--- src/rtl/seg_pkg.sv ---
// Code points and active-low a..g patterns shared by the seven-segment scan driver.
// Pattern bit 6 is segment a, bit 0 is segment g.
package seg_pkg;

   localparam int SEG_W = 8;

   localparam logic [3:0] CODE_DASH  = 4'd10;
   localparam logic [3:0] CODE_BLANK = 4'd15;

   localparam logic [6:0] SEG_0     = 7'b0000001;
   localparam logic [6:0] SEG_1     = 7'b1001111;
   localparam logic [6:0] SEG_2     = 7'b0010010;
   localparam logic [6:0] SEG_3     = 7'b0000110;
   localparam logic [6:0] SEG_4     = 7'b1001100;
   localparam logic [6:0] SEG_5     = 7'b0100100;
   localparam logic [6:0] SEG_6     = 7'b0100000;
   localparam logic [6:0] SEG_7     = 7'b0001111;
   localparam logic [6:0] SEG_8     = 7'b0000000;
   localparam logic [6:0] SEG_9     = 7'b0000100;
   localparam logic [6:0] SEG_DASH  = 7'b1111110;
   localparam logic [6:0] SEG_BLANK = 7'b1111111;

endpackage

--- src/rtl/seg_decode.sv ---
// Combinational 4-bit digit code to active-low a..g pattern.
// Codes 0..9 are numerals, CODE_DASH is a dash, everything else is blank.
module seg_decode
   import seg_pkg::*;
(
   input  logic [3:0] i_code,
   output logic [6:0] o_seg
);

   always_comb begin
      // NOTE: default assigned first so no path through the case leaves o_seg unassigned (no latch).
      o_seg = SEG_BLANK;
      case (i_code)
         4'd0:      o_seg = SEG_0;
         4'd1:      o_seg = SEG_1;
         4'd2:      o_seg = SEG_2;
         4'd3:      o_seg = SEG_3;
         4'd4:      o_seg = SEG_4;
         4'd5:      o_seg = SEG_5;
         4'd6:      o_seg = SEG_6;
         4'd7:      o_seg = SEG_7;
         4'd8:      o_seg = SEG_8;
         4'd9:      o_seg = SEG_9;
         CODE_DASH: o_seg = SEG_DASH;
         default:   o_seg = SEG_BLANK;
      endcase
   end

endmodule

--- src/rtl/seg_scan_driver.sv ---
// Time-multiplexed N-digit seven-segment driver with a latched frame and active-low pins.
// Optional macro SEG_LEADING_ZERO_BLANK_EN blanks leading zero digits (digit 0 never blanked).
module seg_scan_driver
   import seg_pkg::*;
#(
   parameter int NUM_DIGITS  = 8,
   parameter int REFRESH_DIV = 100000
)(
   input  logic                    clk,
   input  logic                    rst,
   input  logic [4*NUM_DIGITS-1:0] digits_in,
   input  logic [NUM_DIGITS-1:0]   dp_in,
   input  logic                    load,
   output logic [NUM_DIGITS-1:0]   an,
   output logic [SEG_W-1:0]        seg
);

   localparam int CNT_W = $clog2(REFRESH_DIV);
   localparam int IDX_W = (NUM_DIGITS > 1) ? $clog2(NUM_DIGITS) : 1;
   localparam logic [CNT_W-1:0] CNT_LAST = CNT_W'(REFRESH_DIV - 1);
   localparam logic [IDX_W-1:0] IDX_LAST = IDX_W'(NUM_DIGITS - 1);

   logic [CNT_W-1:0]           r_cnt;
   logic [CNT_W-1:0]           w_cnt_next;
   logic [IDX_W-1:0]           r_idx;
   logic [IDX_W-1:0]           w_idx_next;
   logic [NUM_DIGITS-1:0][3:0] r_frame;
   logic [NUM_DIGITS-1:0]      r_dp;
   logic [NUM_DIGITS-1:0]      w_an_next;
   logic [3:0]                 w_code;
   logic [6:0]                 w_pattern;

   always_comb begin
      w_cnt_next = r_cnt + 1'b1;
      w_idx_next = r_idx;
      if (r_cnt == CNT_LAST) begin
         w_cnt_next = '0;
         w_idx_next = (r_idx == IDX_LAST) ? '0 : r_idx + 1'b1;
      end
   end

   assign w_an_next = ~(NUM_DIGITS'(1) << w_idx_next);

`ifdef SEG_LEADING_ZERO_BLANK_EN
   logic [NUM_DIGITS-1:0] w_lz_blank;

   // A digit is blanked when it and every digit above it hold code 0.
   always_comb begin
      logic w_run;
      w_run      = 1'b1;
      w_lz_blank = '0;
      for (int k = NUM_DIGITS - 1; k >= 1; k--) begin
         w_run         = w_run && (r_frame[k] == 4'd0);
         w_lz_blank[k] = w_run;
      end
   end

   assign w_code = w_lz_blank[w_idx_next] ? CODE_BLANK : r_frame[w_idx_next];
`else
   assign w_code = r_frame[w_idx_next];
`endif

   seg_decode u_decode (
      .i_code (w_code),
      .o_seg  (w_pattern)
   );

   // Outputs are decoded from the pre-edge frame, so a load shows one edge later.
   always_ff @(posedge clk) begin
      // NOTE: non-blocking assignments so every register here samples pre-edge values.
      if (rst) begin
         r_cnt   <= '0;
         r_idx   <= '0;
         // NOTE: the frame is a few flops, not a RAM, so it is cleared with the rest of the state.
         r_frame <= '0;
         r_dp    <= '0;
         an      <= '1;
         seg     <= '1;
      end else begin
         r_cnt <= w_cnt_next;
         r_idx <= w_idx_next;
         an    <= w_an_next;
         seg   <= {w_pattern, ~r_dp[w_idx_next]};
         if (load) begin
            r_frame <= digits_in;
            r_dp    <= dp_in;
         end
      end
   end

endmodule

--- config.mk ---
export PLATFORM = sky130hd
export DESIGN_NAME = seg_scan_driver
export DESIGN_NICKNAME = d
export VERILOG_FILES = /design/src/rtl/seg_pkg.sv /design/src/rtl/seg_decode.sv /design/src/rtl/seg_scan_driver.sv
export SDC_FILE = /design/constraint.sdc
export NUM_CORES = 1
export LEC_CHECK = 0
export CELL_PAD_IN_SITES_DETAIL_PLACEMENT = 0
export CELL_PAD_IN_SITES_GLOBAL_PLACEMENT = 1
export CORE_MARGIN = 2
export CORE_UTILIZATION = 36
export CTS_BUF_LIST = sky130_fd_sc_hd__clkbuf_16
export DETAILED_ROUTE_END_ITERATION = 12
export MAX_ROUTING_LAYER = met4
export PLACE_DENSITY = 0.77
export SLEW_MARGIN = 20
export SYNTH_ARGS = -nofsm -noshare
export SYNTH_HDL_FRONTEND = slang
export SYNTH_SLANG_ARGS = --single-unit
--- constraint.sdc ---
create_clock -name clk -period 2.94 [get_ports clk]
set_input_delay 0.588 -clock clk [delete_from_list [all_inputs] [get_ports clk]]
set_output_delay 0.588 -clock clk [all_outputs]
set_load 0.02 [all_outputs]
; ---- Yosys cells after proc, flatten, opt, wreduce, memory -nomap -nowiden
; Memories as Yosys holds them, arrays and structs flattened. A register that Yosys moved wholly into a read port is not among the register bits.
; Index checks and enable logic that the tools add are counted.
[totals]
reg_bits = 76
romBits = 112
inputBits = 43
out_inout_bits = 16
elab_cells = 29
memories = 1
[mem_list]
columns = memory, words, width, read_ports, rd_ports_with_merged_regs, write_ports, line_no
row1 = (name not given), 16, 7, 1, 1, 0, seg_decode.sv:13  ; case (i_code)
[classes]
addsub = 2
magnitude_cmp = 1
eq_ne = 2
shifts = 1
mux = 6
bitwise = 2
n_reduce_logical = 1
[op_table]
columns = cell, count
row1 = "adder 17 x 1 -> 17 bit, second input constant", 1
row2 = "equality test 17 bit, second input constant", 1
row3 = binary-select mux 4 bit (select 3 bit), 1
row4 = inverter 8 bit, 1
row5 = "left shift 1 x 3 -> 8 bit, first input constant", 1
row6 = 2-to-1 mux 3 bit, 2
row7 = "less-than comparator 3 x 4 -> 1 bit, second input constant", 1
row8 = 2-to-1 mux 4 bit, 1
row9 = "adder 3 x 1 -> 3 bit, second input constant", 1
row10 = binary-select mux 1 bit (select 3 bit), 1
row11 = "equality test 3 bit, second input constant", 1
row12 = OR reduction 2 bit, 1
row13 = 2-to-1 mux 1 bit, 1
row14 = inverter 1 bit, 1

; ---- Longest topological paths before layout
[logic_depth]
word_depth = 6
ltp_mapped = 15

; ---- Modules after synthesis
; Synthesis repeated with hierarchy kept, for this count alone.
[unflattened]
cells_unflattened = 337
area_unflattened_um2 = 3319.4
[modules_own_cells]
columns = mod, n_inst, cells_per_inst, area_per_inst_um2, seq_area_each_um2
row1 = seg_scan_driver, 1, 304, 3093.0, 1521.5
row2 = seg_decode, 1, 33, 226.5, 0.0

; ---- Worst setup path before layout
; OpenSTA, ideal clock, no wires.
[synth_timing]
path_kind = reg2reg
from = reg r_cnt[0]
to = reg seg[1]
setup_time_ps = 122
t_arrival_ps = 2767
path_slack_ps = 52
stages_incl_launch_ff = 15
period_less_slack_ps = 2888
cell_sequence = dfxtp_1 > ha_1 > and3_1 > and3_1 > buf_2 > nand2_1 > mux2_2 > a221oi_1 > a32oi_1 > nand2_1 > inv_1 > ha_1 > nor2_1 > nand3_1 > o311a_1
[synth_between]
elab_chain_cells = 4
[synth_lines]
columns = item, line_no
row1 = from (decl), seg_scan_driver.sv:23  ; logic [CNT_W-1:0] r_cnt;
row2 = from (signal assigned), seg_scan_driver.sv:80  ; r_cnt <= w_cnt_next;
row3 = equality test 17 bit, seg_scan_driver.sv:36  ; if (r_cnt == CNT_LAST) begin
row4 = 2-to-1 mux 3 bit, seg_scan_driver.sv:36
row5 = binary-select mux 4 bit (select 3 bit), seg_scan_driver.sv:60  ; assign w_code = r_frame[w_idx_next];
row6 = 2-to-1 mux 4 bit (not written as such), seg_scan_driver.sv:60
row7 = to (decl), seg_scan_driver.sv:15  ; output logic [SEG_W-1:0] seg
; No other way between the ends. The select of a mux whose other input is x is not followed.
; A chain may end at the register's enable or synchronous reset.

; ---- Worst setup path after layout
[layout_timing]
from = reg r_cnt[0]
to = reg seg[2]
; The elaborated chain is that of the path after synthesis.

==> impl_metrics.yaml <==
clock_network:
  clk_pin_slew_ns: 0.06
  clockBufferDepth: 2
  clk_latency_ns: 0.33
  cts_tree: "yes"
  cts_hold_buffers: 0
  numCtsBuffers: 9
  cts-htree-levels: 3
  cts.sinks: 76
  clockRootBuffer: "clkbuf_16"
synthesis:
  async_reset_ff_share_pct: 0
  avgSynthCellArea_um2: 9.40
  synthMuxAreaShare_pct: 14.9
  yosysTopAreaCell: "dfxtp_1"
  syn_inst: 363
  synth_nets: 415
  synthAdderAreaFrac_pct: 3.30
  synth.yosys.warnings: 0
  synth_edf_count: 0
  synth_compound_area_share_pct: 9.94
  synth-seq-cells: 76
  synth_top_flop_cell: "dfxtp_1"
  synth_area_leaders: "dfxtp_1 45%, mux2i_1 13%, nor2_1 7.7%, nand3_1 3.4%, ha_1 3.3%"
  synth_top_family_by_area: "simple AND/OR/NAND/NOR gates"
  yosysSeqAreaShare_pct: 44.6
  synth.distinct_cells: 49
  synthSimpleGateAreaFrac_pct: 21.0
  synth_xor_xnor_area_share_pct: 3.59
  synth_top_area_share_pct: 44.6
  synthTopCellsByCount: "76 x dfxtp_1, 70 x nor2_1, 43 x mux2i_1, 24 x nand2_1, 23 x nand3_1"
  syn_area_mm2: 0.00341
  synth_most_common_cell: "dfxtp_1"
hold_path:
  whs_path_depth: 1
  min_path_type: "flop to flop"
timing:
  finClkSkew_ns: 0.00720
  layout_min_cycle_time_ns: 2.79
  slew_headroom_pct: 63.2
  hold_viol: 0
  setup_violations: 0
  max_freq_ghz: 0.358
  fin_ws_ns: 0.148
  finalCritPeriodShare_pct: 95.0
  rsz0062_at_grt: "no"
  slew_violations: 0
  tightest_slew_ns: 0.551
power:
  leakage_nw: 1.94
  p_per_area_mw_per_mm2: 529
  p_int_mw: 1.87
  ir_drop_uv: 335
  pwr-share-clk_pct: 46.0
  comb_power_share_pct: 9.2
  power_frac_seq_pct: 44.8
  switching_share_pct: 23.9
  p_switching_mw: 0.588
  power_mw: 2.46
drt:
  vias: 2880
  viasPerCell: 5.16
  post-route-drc-count: 0
  wl_per_cell_um: 15.5
  drt_first_pass_iters: 4
  wl_um: 8650
  antenna_left: 0
  drt-initial-drc-count: 106
place:
  port_buffers: 58
  hpwl_um: 6490
  post-place-ws_ns: 0.0116
  gp_congestion: 0.915
setup_path:
  max_stage_delay_ns: 0.42
  startpoint_type: "flop"
  cp.arrival_ns: 3.05
  ff2ff_path_depth: 10
  crit_path_end_kind: "flop"
  slowest_stage: "mux2_2"
  critPathRequiredTime_ns: 3.20
  worstSetupPathType: "flop to flop"
  crit_top_cell: "and3_4"
  cp_max_fo: 7
  crit_chain: "ha_1, and3_1, and3_4, buf_4, and3_4, nor2_4, mux2_2, o221a_2, or3_1, nand4_1"
die:
  start_util_pct: 37.1
  fp.dieArea_mm2: 0.0103
  coreArea_mm2: 0.00920
  die-width_um: 101
  ioPinCount: 59
  num_rows: 35
  die_h_um: 101
status:
  outcome: "finished, final reports clean"
final_layout:
  diodes: 0
  area_growth_pct: 36.3
  post_route_cells_drive_above_1_share_pct: 17.9
  nets: 494
  fill_cells: 856
global_route:
  grt_util_all_layers_pct: 17.8
  grt_max_degree: 47
  antenna_found_initial: 0
  grt_pass1_vias: 2858
  grt_pass1_wl_um: 13900
  grt-ovfl-total: 0
flow_run:
  drv_cap: 0
## registers in the layout, summed over array words and instances, names as in the netlist
| name | count |
|---|---|
| an | 8 |
| r_cnt | 17 |
| r_dp | 8 |
| r_frame | 32 |
| r_idx | 3 |
| seg | 8 |
## layout make-up
cell class,instances,area [um^2],area share [%]
inverters,6,22.5,0.484
multi-input cells,266,1900,40.8
well taps,111,139,2.99
clock buffers,9,225,4.84
flip-flops and latches,76,1520,32.7
repair buffers,83,763,16.4
clock inverters,7,82.6,1.78
## critical path, delay by kind of cell (launching register included)
family / cells / cell delay (ns)
flip-flops: 1 / 0.32
multiplexers: 1 / 0.42
AND/OR/NAND/NOR: 6 / 1.28
AO/OA/AOI/OAI: 1 / 0.32
adder cells (fa/ha/maj): 1 / 0.20
buffers and inverters: 1 / 0.17
## logic make-up (layout without fill, tap and decap cells)
group / after synthesis / in the layout
AND/OR/NAND/NOR: 150 / 150
AO/OA/AOI/OAI: 44 / 44
flip-flops: 76 / 76
XOR/XNOR: 14 / 14
adder cells (fa/ha/maj): 9 / 9
buffers and inverters: 21 / 105
multiplexers: 49 / 49
## timing repair
| action | 4_1_cts | 5_1_grt |
|---|---|---|
| endpoints found under the hold margin | 0 | 0 |
| setup buffers | 0 | 0 |
| endpoints found under the setup margin | 1 | 7 |
| pin swaps | 0 | 3 |
| resized for setup | 0 | 25 |
## metal layers
layer / vias to the layer above / part of all wire [%] / global-route usage, %
met4: 0 / 1.2 / 5.82
met3: 9 / 3.3 / 3.66
met5: - / 0 / -
met1: 1370 / 47 / 22.2
met2: 50 / 49 / 28.7
li1: 1451 / - / -
## power groups by stage
stage | Clock [mW] | Sequential, mW | Combinational, mW
6_report | 1.13 | 1.10 | 0.227
5_1_grt | 1.21 | 1.11 | 0.249
4_1_cts | 1.16 | 1.10 | 0.228
3_5_place_dp | 0 | 1.12 | 0.227
3_3_place_gp | 0 | 1.12 | 0.223
2_1_floorplan | 0 | 1.13 | 0.111
## metrics by stage
step | setup TNS (ns) | instances | hold slack, ns | utilization, % | cell area [um^2]
final | 0 | 558 | 0.446 | 50.6 | 4650
after detailed placement | 0 | 542 | 0.434 | 46.2 | 4250
after global placement | 0 | 542 | 0.431 | 46.2 | 4250
after global routing | 0 | 558 | 0.492 | 50.6 | 4650
after CTS | -0.00840 | 558 | 0.447 | 49.5 | 4550
after floorplan | 0 | 363 | 0.418 | - | 3410
## cells in the final DEF (no fill, tap or decap), types with 2 or more instances in the layout
cell / Yosys / layout
nand4_1: 6 / 6
and3_1: 7 / 5
and3_4: 0 / 2
clkbuf_16: 0 / 9
dfxtp_1: 76 / 76
a21oi_1: 12 / 10
clkdlybuf4s50_1: 0 / 57
a31oi_1: 2 / 2
mux2i_1: 43 / 43
nor3_1: 6 / 5
o211ai_1: 2 / 2
nand2_1: 24 / 23
o21ai_1: 2 / 4
nand2_2: 1 / 2
a32oi_2: 2 / 2
inv_6: 0 / 2
inv_1: 6 / 6
clkinvlp_4: 0 / 2
a221oi_2: 0 / 2
xor2_1: 9 / 9
nand3_1: 23 / 22
ha_1: 9 / 9
o221a_2: 3 / 3
buf_4: 0 / 25
mux2_2: 5 / 4
nor2_1: 70 / 69
o21ai_0: 8 / 5
or2_4: 0 / 2
xnor2_1: 5 / 5
## worst paths after layout
path             from  endpoint  slack [ns]
min          r_cnt[0]  r_cnt[0]        0.45
max          r_cnt[0]    seg[2]        0.15
min reg2reg  r_cnt[0]  r_cnt[0]        0.45
max reg2reg  r_cnt[0]    seg[2]        0.15
Power figures use the tool's default switching activity.
